### config.mk
export PLATFORM = sky130hd
export DESIGN_NAME = key_event_flat
export DESIGN_NICKNAME = d
export VERILOG_FILES = /design/src/rtl/key_event_if.sv /design/src/rtl/key_event.sv /design/src/flat_wrapper.sv
export SDC_FILE = /design/constraint.sdc
export NUM_CORES = 1
export LEC_CHECK = 0
export ABC_AREA = 1
export CAP_MARGIN = 5
export CORE_MARGIN = 2
export CORE_UTILIZATION = 40
export CTS_CLUSTER_SIZE = 20
export DETAILED_ROUTE_END_ITERATION = 8
export GPL_ROUTABILITY_DRIVEN = 0
export SLEW_MARGIN = 15
export SYNTH_ARGS = -nofsm -noshare
export SYNTH_HDL_FRONTEND = slang
export SYNTH_SLANG_ARGS = --single-unit
### constraint.sdc
create_clock -name clk -period 2.37 [get_ports clk]
set_input_delay 0.474 -clock clk [delete_from_list [all_inputs] [get_ports clk]]
set_output_delay 0.474 -clock clk [all_outputs]
set_load 0.02 [all_outputs]
### src/rtl/key_event_if.sv
// Button-event bus: debounced button level in, event strobes and status out.
interface key_event_if;
    logic       pressed;
    logic       press_pulse;
    logic       release_pulse;
    logic       long_pulse;
    logic       repeat_pulse;
    logic       held;
    logic [7:0] press_count;

    // Button source and event consumer side
    modport master (
        output pressed,
        input  press_pulse, release_pulse, long_pulse, repeat_pulse, held, press_count
    );

    // Event generator side
    modport slave (
        input  pressed,
        output press_pulse, release_pulse, long_pulse, repeat_pulse, held, press_count
    );
endinterface

### src/rtl/key_event.sv
// Button event generator: press/release strobes, long-press detection and
// auto-repeat while held. A button still down at reset is ignored until it
// has been released once (LOCKOUT). All outputs are registered.
module key_event #(
    parameter int LONG_CYCLES   = 25000000,
    parameter int REPEAT_CYCLES = 5000000,
    parameter int CNT_W         = 25
) (
    input  logic        clk,
    input  logic        rst,
    key_event_if.slave  kif
);
    typedef enum logic [1:0] {LOCKOUT, IDLE, PRESS, LONG} state_t;

    localparam logic [CNT_W-1:0] LONG_LAST   = CNT_W'(LONG_CYCLES - 1);
    localparam logic [CNT_W-1:0] REPEAT_LAST = CNT_W'(REPEAT_CYCLES - 1);

    state_t           state_q, state_d;
    logic [CNT_W-1:0] cnt_q, cnt_d;
    logic [7:0]       count_q, count_d;
    logic             press_q, press_d;
    logic             rel_q, rel_d;
    logic             long_q, long_d;
    logic             rep_q, rep_d;
    logic             held_q, held_d;

    // Next state, hold counter and strobes; release wins over any expiry
    always_comb begin
        state_d = state_q;
        cnt_d   = cnt_q;
        count_d = count_q;
        press_d = 1'b0;
        rel_d   = 1'b0;
        long_d  = 1'b0;
        rep_d   = 1'b0;
        case (state_q)
            LOCKOUT: begin
                cnt_d = '0;
                if (!kif.pressed) state_d = IDLE;
            end
            IDLE: begin
                cnt_d = '0;
                if (kif.pressed) begin
                    state_d = PRESS;
                    press_d = 1'b1;
                    count_d = count_q + 8'd1;
                end
            end
            PRESS: begin
                if (!kif.pressed) begin
                    state_d = IDLE;
                    rel_d   = 1'b1;
                    cnt_d   = '0;
                end else if (cnt_q == LONG_LAST) begin
                    state_d = LONG;
                    long_d  = 1'b1;
                    cnt_d   = '0;
                end else begin
                    cnt_d = cnt_q + 1'b1;
                end
            end
            LONG: begin
                if (!kif.pressed) begin
                    state_d = IDLE;
                    rel_d   = 1'b1;
                    cnt_d   = '0;
                end else if (cnt_q == REPEAT_LAST) begin
                    rep_d = 1'b1;
                    cnt_d = '0;
                end else begin
                    cnt_d = cnt_q + 1'b1;
                end
            end
            default: begin
                state_d = LOCKOUT;
                cnt_d   = '0;
            end
        endcase
        held_d = (state_d == PRESS) || (state_d == LONG);
    end

    // State and output registers; reset parks in LOCKOUT with everything cleared
    always_ff @(posedge clk or posedge rst) begin
        if (rst) begin
            state_q <= LOCKOUT;
            cnt_q   <= '0;
            count_q <= '0;
            press_q <= 1'b0;
            rel_q   <= 1'b0;
            long_q  <= 1'b0;
            rep_q   <= 1'b0;
            held_q  <= 1'b0;
        end else begin
            state_q <= state_d;
            cnt_q   <= cnt_d;
            count_q <= count_d;
            press_q <= press_d;
            rel_q   <= rel_d;
            long_q  <= long_d;
            rep_q   <= rep_d;
            held_q  <= held_d;
        end
    end

    assign kif.press_pulse   = press_q;
    assign kif.release_pulse = rel_q;
    assign kif.long_pulse    = long_q;
    assign kif.repeat_pulse  = rep_q;
    assign kif.held          = held_q;
    assign kif.press_count   = count_q;
endmodule

### src/flat_wrapper.sv
// flat-port wrapper written by rule: the top's interface ports become plain ports
module key_event_flat 
#(
    parameter int LONG_CYCLES   = 25000000,
    parameter int REPEAT_CYCLES = 5000000,
    parameter int CNT_W         = 25
)
  (clk, rst, kif_pressed, kif_press_pulse, kif_release_pulse, kif_long_pulse, kif_repeat_pulse, kif_held, kif_press_count);
  key_event_if kif_i ();
  input  logic clk;
  input  logic rst;
  input wire logic [$bits(kif_i.pressed)-1:0] kif_pressed;
  output wire logic [$bits(kif_i.press_pulse)-1:0] kif_press_pulse;
  output wire logic [$bits(kif_i.release_pulse)-1:0] kif_release_pulse;
  output wire logic [$bits(kif_i.long_pulse)-1:0] kif_long_pulse;
  output wire logic [$bits(kif_i.repeat_pulse)-1:0] kif_repeat_pulse;
  output wire logic [$bits(kif_i.held)-1:0] kif_held;
  output wire logic [$bits(kif_i.press_count)-1:0] kif_press_count;
  assign kif_i.pressed = kif_pressed;
  assign kif_press_pulse = kif_i.press_pulse;
  assign kif_release_pulse = kif_i.release_pulse;
  assign kif_long_pulse = kif_i.long_pulse;
  assign kif_repeat_pulse = kif_i.repeat_pulse;
  assign kif_held = kif_i.held;
  assign kif_press_count = kif_i.press_count;
  key_event #(.LONG_CYCLES(LONG_CYCLES), .REPEAT_CYCLES(REPEAT_CYCLES), .CNT_W(CNT_W)) u_core (.clk(clk), .rst(rst), .kif(kif_i));
endmodule
Word-level counts from Yosys, hierarchy flattened. Index checks and enable logic that the tools add are counted.

Add/sub/neg operators: 2. Eq/ne operators: 7. Mux-type cells: 20. Reductions and logical operators: 6.

Operators by type and width (number): 25-bit two-way mux (4); 25-bit one-hot mux with 3 select lines (1); 25-bit by 1-bit adder with 25-bit output, second input constant (1); 25-bit by 23-bit == test with 1-bit output, second input constant (1); 25-bit == test, second input constant (1); 1-bit two-way mux (10); 8-bit by 1-bit adder with 8-bit output, second input constant (1); 2-bit == test, second input constant (4); 2-bit two-way mux (4); 2-bit one-hot mux with 3 select lines (1); 2-bit OR reduction (3); 2-bit by 1-bit == test with 1-bit output, second input constant (1); 2-bit zero test (1); 2-bit AND reduction (1); 1-bit logical OR (1).

Flip-flop bits (word level): 40. Input port bits: 3. Output and inout bits: 13. Logic and storage cells: 43.

Logic depth before layout (Yosys ltp).
Depth after elaboration: 6. Gate-level depth with buffers: 11. Depth with buffers taken out: 10.

Worst setup path before layout. Ideal clock, no wire load.

Path kind: reg-to-reg. From: register u_core.cnt_q[0]. To: register u_core.cnt_q[9]. Library setup time: 0.122 ns. Arrival time: 1.321 ns. Data required time: 2.248 ns. Path slack: 0.926 ns. Stages on the path, launching flop included: 12. Buffers on the path: 1. Period minus slack after synthesis: 1.444 ns. Cells stage by stage: dfrtp_1 ha_1 nand2_1 nor2_2 nand2_1 nor2_1 nand2_1 nand2_1 nand2_2 nand2_4 buf_12 nor2_2.

Cells in the longest elaborated chain, start to end: 4. Elaborated cells between the ends (all ways): 8. Those cells by class: add/sub (1); eq/ne (2); mux (5).

Ends and longest elaborated chain: from (decl) (RTL line key_event.sv:19) `logic [CNT_W-1:0] cnt_q, cnt_d;`; from (signal assigned) (RTL line key_event.sv:95) `cnt_q <= cnt_d;`; 25-bit by 1-bit adder with 25-bit output (tied with other cells) (RTL line key_event.sv:59, key_event.sv:71); 25-bit two-way mux (on tied branches) (RTL line key_event.sv:67, key_event.sv:54); 25-bit two-way mux (on tied branches) (RTL line key_event.sv:63, key_event.sv:50); 25-bit one-hot mux with 3 select lines (*) (RTL line key_event.sv:36) `case (state_q)`; via u_core.cnt_d[9] (RTL line key_event.sv:19).

Mark *: on every way through the listed nets, which the timed path passes. The rest lies on a longest branch. A chain may end at the register's enable or synchronous reset.

Worst setup path in the final report.
From: register u_core.count_q[0], in the netlist u_core.kif.press_count[0]. To: output port kif_press_count[0].

RTL lines: from (decl) (RTL line key_event.sv:20) `logic [7:0] count_q, count_d;`; from (signal assigned) (RTL line key_event.sv:96) `count_q <= count_d;`; to (decl) (RTL line flat_wrapper.sv:18) `output wire logic [$bits(kif_i.press_count)-1:0] kif_press_count;`.

No word-level cell between the ends.

==> results.rst <==
.. list-table::
   :header-rows: 1

   * - Metric
     - Value
   * - Buffers & Inverters on Critical Path
     - 1
   * - Period utilisation layout
     - 0.7627
   * - Total of buffers placed on input and output ports
     - 15
   * - First-pass GRT wire length
     - 8.700 mm
   * - Average cell area after synthesis
     - 7.698 sq um
   * - Initial antenna violation count
     - 0
   * - Die height
     - 80.11 um
   * - Core Box Area
     - 5540 sq um
   * - Count of routing violations after the opening detailed-route iteration
     - 127
   * - Clock latency at the later pin of the worst-skew pair
     - 0.29 ns
   * - Share of final-layout standard cells stronger than drive strength 1
     - 0.1184
   * - Delay of the slowest cell on the worst path
     - 0.63 ns
   * - Power per standard cell area
     - 666.4 nW/um^2
   * - Row count
     - 27
   * - Peak supply drop
     - 580.7 uV
   * - Area share of the largest cell type after synthesis
     - 0.4320
   * - RSZ-0062 raised after global routing
     - false
   * - Max Fanout on Critical Path
     - 4
   * - Final number of setup-violating endpoints
     - 0
   * - Post-layout net count
     - 330
   * - Family with the most delay on the worst path
     - buffers and inverters
   * - Seq/Total Area, Yosys
     - 0.4320
   * - Yosys synthesis warning count
     - 0
   * - Per-cell routed wire length
     - 11.84 um
   * - Commonest non-fill, non-tap cells in the layout
     - 69 x nand2_1, 56 x nor2_1, 40 x dfrtp_1
   * - Biggest area consumer among synthesized cells
     - dfrtp_1
   * - Number of max-cap violations
     - 0
   * - Initial cell density of the core
     - 0.4182
   * - Total inserted antenna cells
     - 0
   * - Number of routed nets with antenna violations
     - 0
   * - Number of DRC violations after detailed routing
     - 0
   * - Post-DR vias/cell
     - 4.634
   * - Area growth from synthesis to layout
     - 12.53%
   * - Synthesized Nets
     - 310
   * - Run status
     - finished clean
   * - Maximum number of pins on one net before global-route repair
     - 41
   * - Post-route setup TNS
     - 0 ns
   * - Multi-input gate area
     - 1131 sq um
   * - Aggregate global routing overflow
     - 0
   * - Die width
     - 80.11 um
   * - Timing-limited maximum frequency
     - 0.5532 GHz
   * - Number of resized instances in the post-cts repair step
     - 0
   * - Total via count in the routed design
     - 1821
   * - TritonCTS buffer count
     - 5
   * - Number of setup buffers added after CTS
     - 0
   * - Synthesized area
     - 2317 sq um
   * - Cell at the root of the clock tree
     - clkbuf_8
   * - Crit path max-delay cell type
     - clkdlybuf4s50_1
   * - Non-Filler Instances
     - 393
   * - Post-synthesis sequential element count
     - 40
   * - Tmin final
     - 1.808 ns
   * - Aggregate routed wire length
     - 4.654 mm
   * - Via count of the first global-routing pass
     - 1884
   * - Normalized max-slew margin
     - 0.6668
   * - Dpl hpwl
     - 3.473 mm
   * - Count of boundary I/O pins
     - 16
   * - Overall routing resource usage
     - 0.1743
   * - # H-tree levels
     - 2
   * - Actual slew at the worst max-slew pin
     - 0.4998 ns
   * - TritonCTS clock tree
     - yes
   * - Number of pins exceeding their max-slew limit in the final report
     - 0
   * - Number of placed instances with taps included
     - 386
   * - CTS Hold Buffers Added
     - 0
   * - Unique masters post-synth
     - 24
   * - CP Data Arrival Time
     - 1.33 ns
   * - Top post-synthesis cells by area
     - dfrtp_1 43%, nand2_1 11%, nor2_1 9.1%
   * - Element type at the critical path start
     - register
   * - Overall die area
     - 6418 sq um
   * - Crit end category
     - primary output
   * - Fin Clk Skew
     - 0.006844 ns
   * - Number of hold-slack violations in the final timing report
     - 0
   * - Router iterations before antenna repair
     - 4
   * - Area occupied by registers
     - 1001 sq um
   * - Clk pin slew, worst setup/hold paths
     - 0.08 ns
   * - Instance count of the mapped netlist
     - 301
   * - Worst Path Class, Setup
     - reg2out
   * - Layout filler cell count
     - 581
   * - Sink count of the clock tree
     - 40
   * - Crit-path cells
     - clkdlybuf4s50_1
   * - Clock tree buffer depth
     - 2
   * - Leading cell type in the layout, fill and taps excluded
     - nand2_1
   * - Worst min path class
     - reg2reg
   * - Leakage dissipation
     - 1.100 nW
   * - Required time of the critical path
     - 1.90 ns
==> cells by family (layout without fill, tap and decap cells) <==
| family | count (synthesis) | after routing | synth area share |
|---|---|---|---|
| AOI/OAI and AO/OA | 8 | 8 | 0.01782 |
| buffers and inverters | 41 | 61 | 0.07991 |
| xor gates and xnor gates | 21 | 21 | 0.07937 |
| adders and majority gates | 6 | 6 | 0.03240 |
| DFF | 40 | 40 | 0.4320 |
| and+or+nand+nor | 185 | 185 | 0.3585 |
==> path summary, 6_finish.rpt <==
check                                          start                         to  slack, ns  cells after the start
min reg2reg                          u_core.cnt_q[0]            u_core.cnt_q[0]       0.47                      1
max reg2reg                          u_core.cnt_q[0]            u_core.cnt_q[0]       0.69                     10
max                        u_core.kif.press_count[0]         kif_press_count[0]       0.56                      1
min                                  u_core.cnt_q[0]            u_core.cnt_q[0]       0.47                      1
min in group asynchronous                        rst            u_core.cnt_q[4]       0.61                      3
max in group asynchronous                        rst  u_core.kif.press_count[2]       1.42                      3
==> power breakdown <==
part,internal (mW),switching [mW],total (mW)
Combinational,0.199,0.276,0.474
Sequential,0.756,0.0729,0.829
Clock,0.199,0.235,0.434
Total,1.15,0.584,1.74
==> through the flow <==
step / hold slack, ns / worst slack, ns / area, sq um / power, mW / util
floorplan: 0.4290 / 0.9264 / 2317 / 1.184 / -
global placement: 0.4437 / 0.6461 / 2526 / 1.318 / 0.4560
detailed placement: 0.4619 / 0.6196 / 2526 / 1.321 / 0.4560
CTS: 0.4721 / 0.5382 / 2608 / 1.766 / 0.4706
global route: 0.5060 / 0.3689 / 2608 / 1.860 / 0.4706
finish: 0.4661 / 0.5623 / 2608 / 1.738 / 0.4706
==> layout make-up <==
cell class	instances	share of cell area
Multi-Input combinational cell	220	0.4338
Sequential cell	40	0.3839
Timing Repair Buffer	17	0.06334
Inverter	37	0.05326
Tap cell	72	0.03455
Clock buffer	5	0.02639
Clock inverter	2	0.004798
==> per-layer routing <==
metal | wire, um | track usage | part of all wire
met1 | 2355 | 0.2439 | 0.51
met2 | 2085 | 0.2717 | 0.45
met3 | 169 | 0.04045 | 0.036
met4 | 43 | 0.04576 | 0.0092
met5 | 0 | 0 | 0
==> registers in the layout (all words and copies together) (netlist names) <==
| register | cells |
|---|---|
| u_core.kif.press_pulse | 1 |
| u_core.kif.long_pulse | 1 |
| u_core.state_q | 2 |
| u_core.kif.held | 1 |
| u_core.kif.repeat_pulse | 1 |
| u_core.cnt_q | 25 |
| u_core.kif.release_pulse | 1 |
| u_core.kif.press_count | 8 |
==> cells in the mapped netlist <==
library cell / number
nand2_1: 69
dfrtp_1: 40
nand3_1: 18
nand2_2: 7
xor2_1: 16
buf_12: 1
nor2_1: 56
buf_6: 1
buf_4: 2
nor3_1: 8
or2_2: 1
nand4_1: 7
xnor2_1: 5
inv_1: 35
a31oi_1: 1
a21oi_1: 4
o21ai_1: 1
nand2_4: 1
inv_2: 2
ha_1: 6
nor2_4: 2
nand3_2: 1
o21ai_0: 2
nor2_2: 15
(Power assumes the default switching activity.)
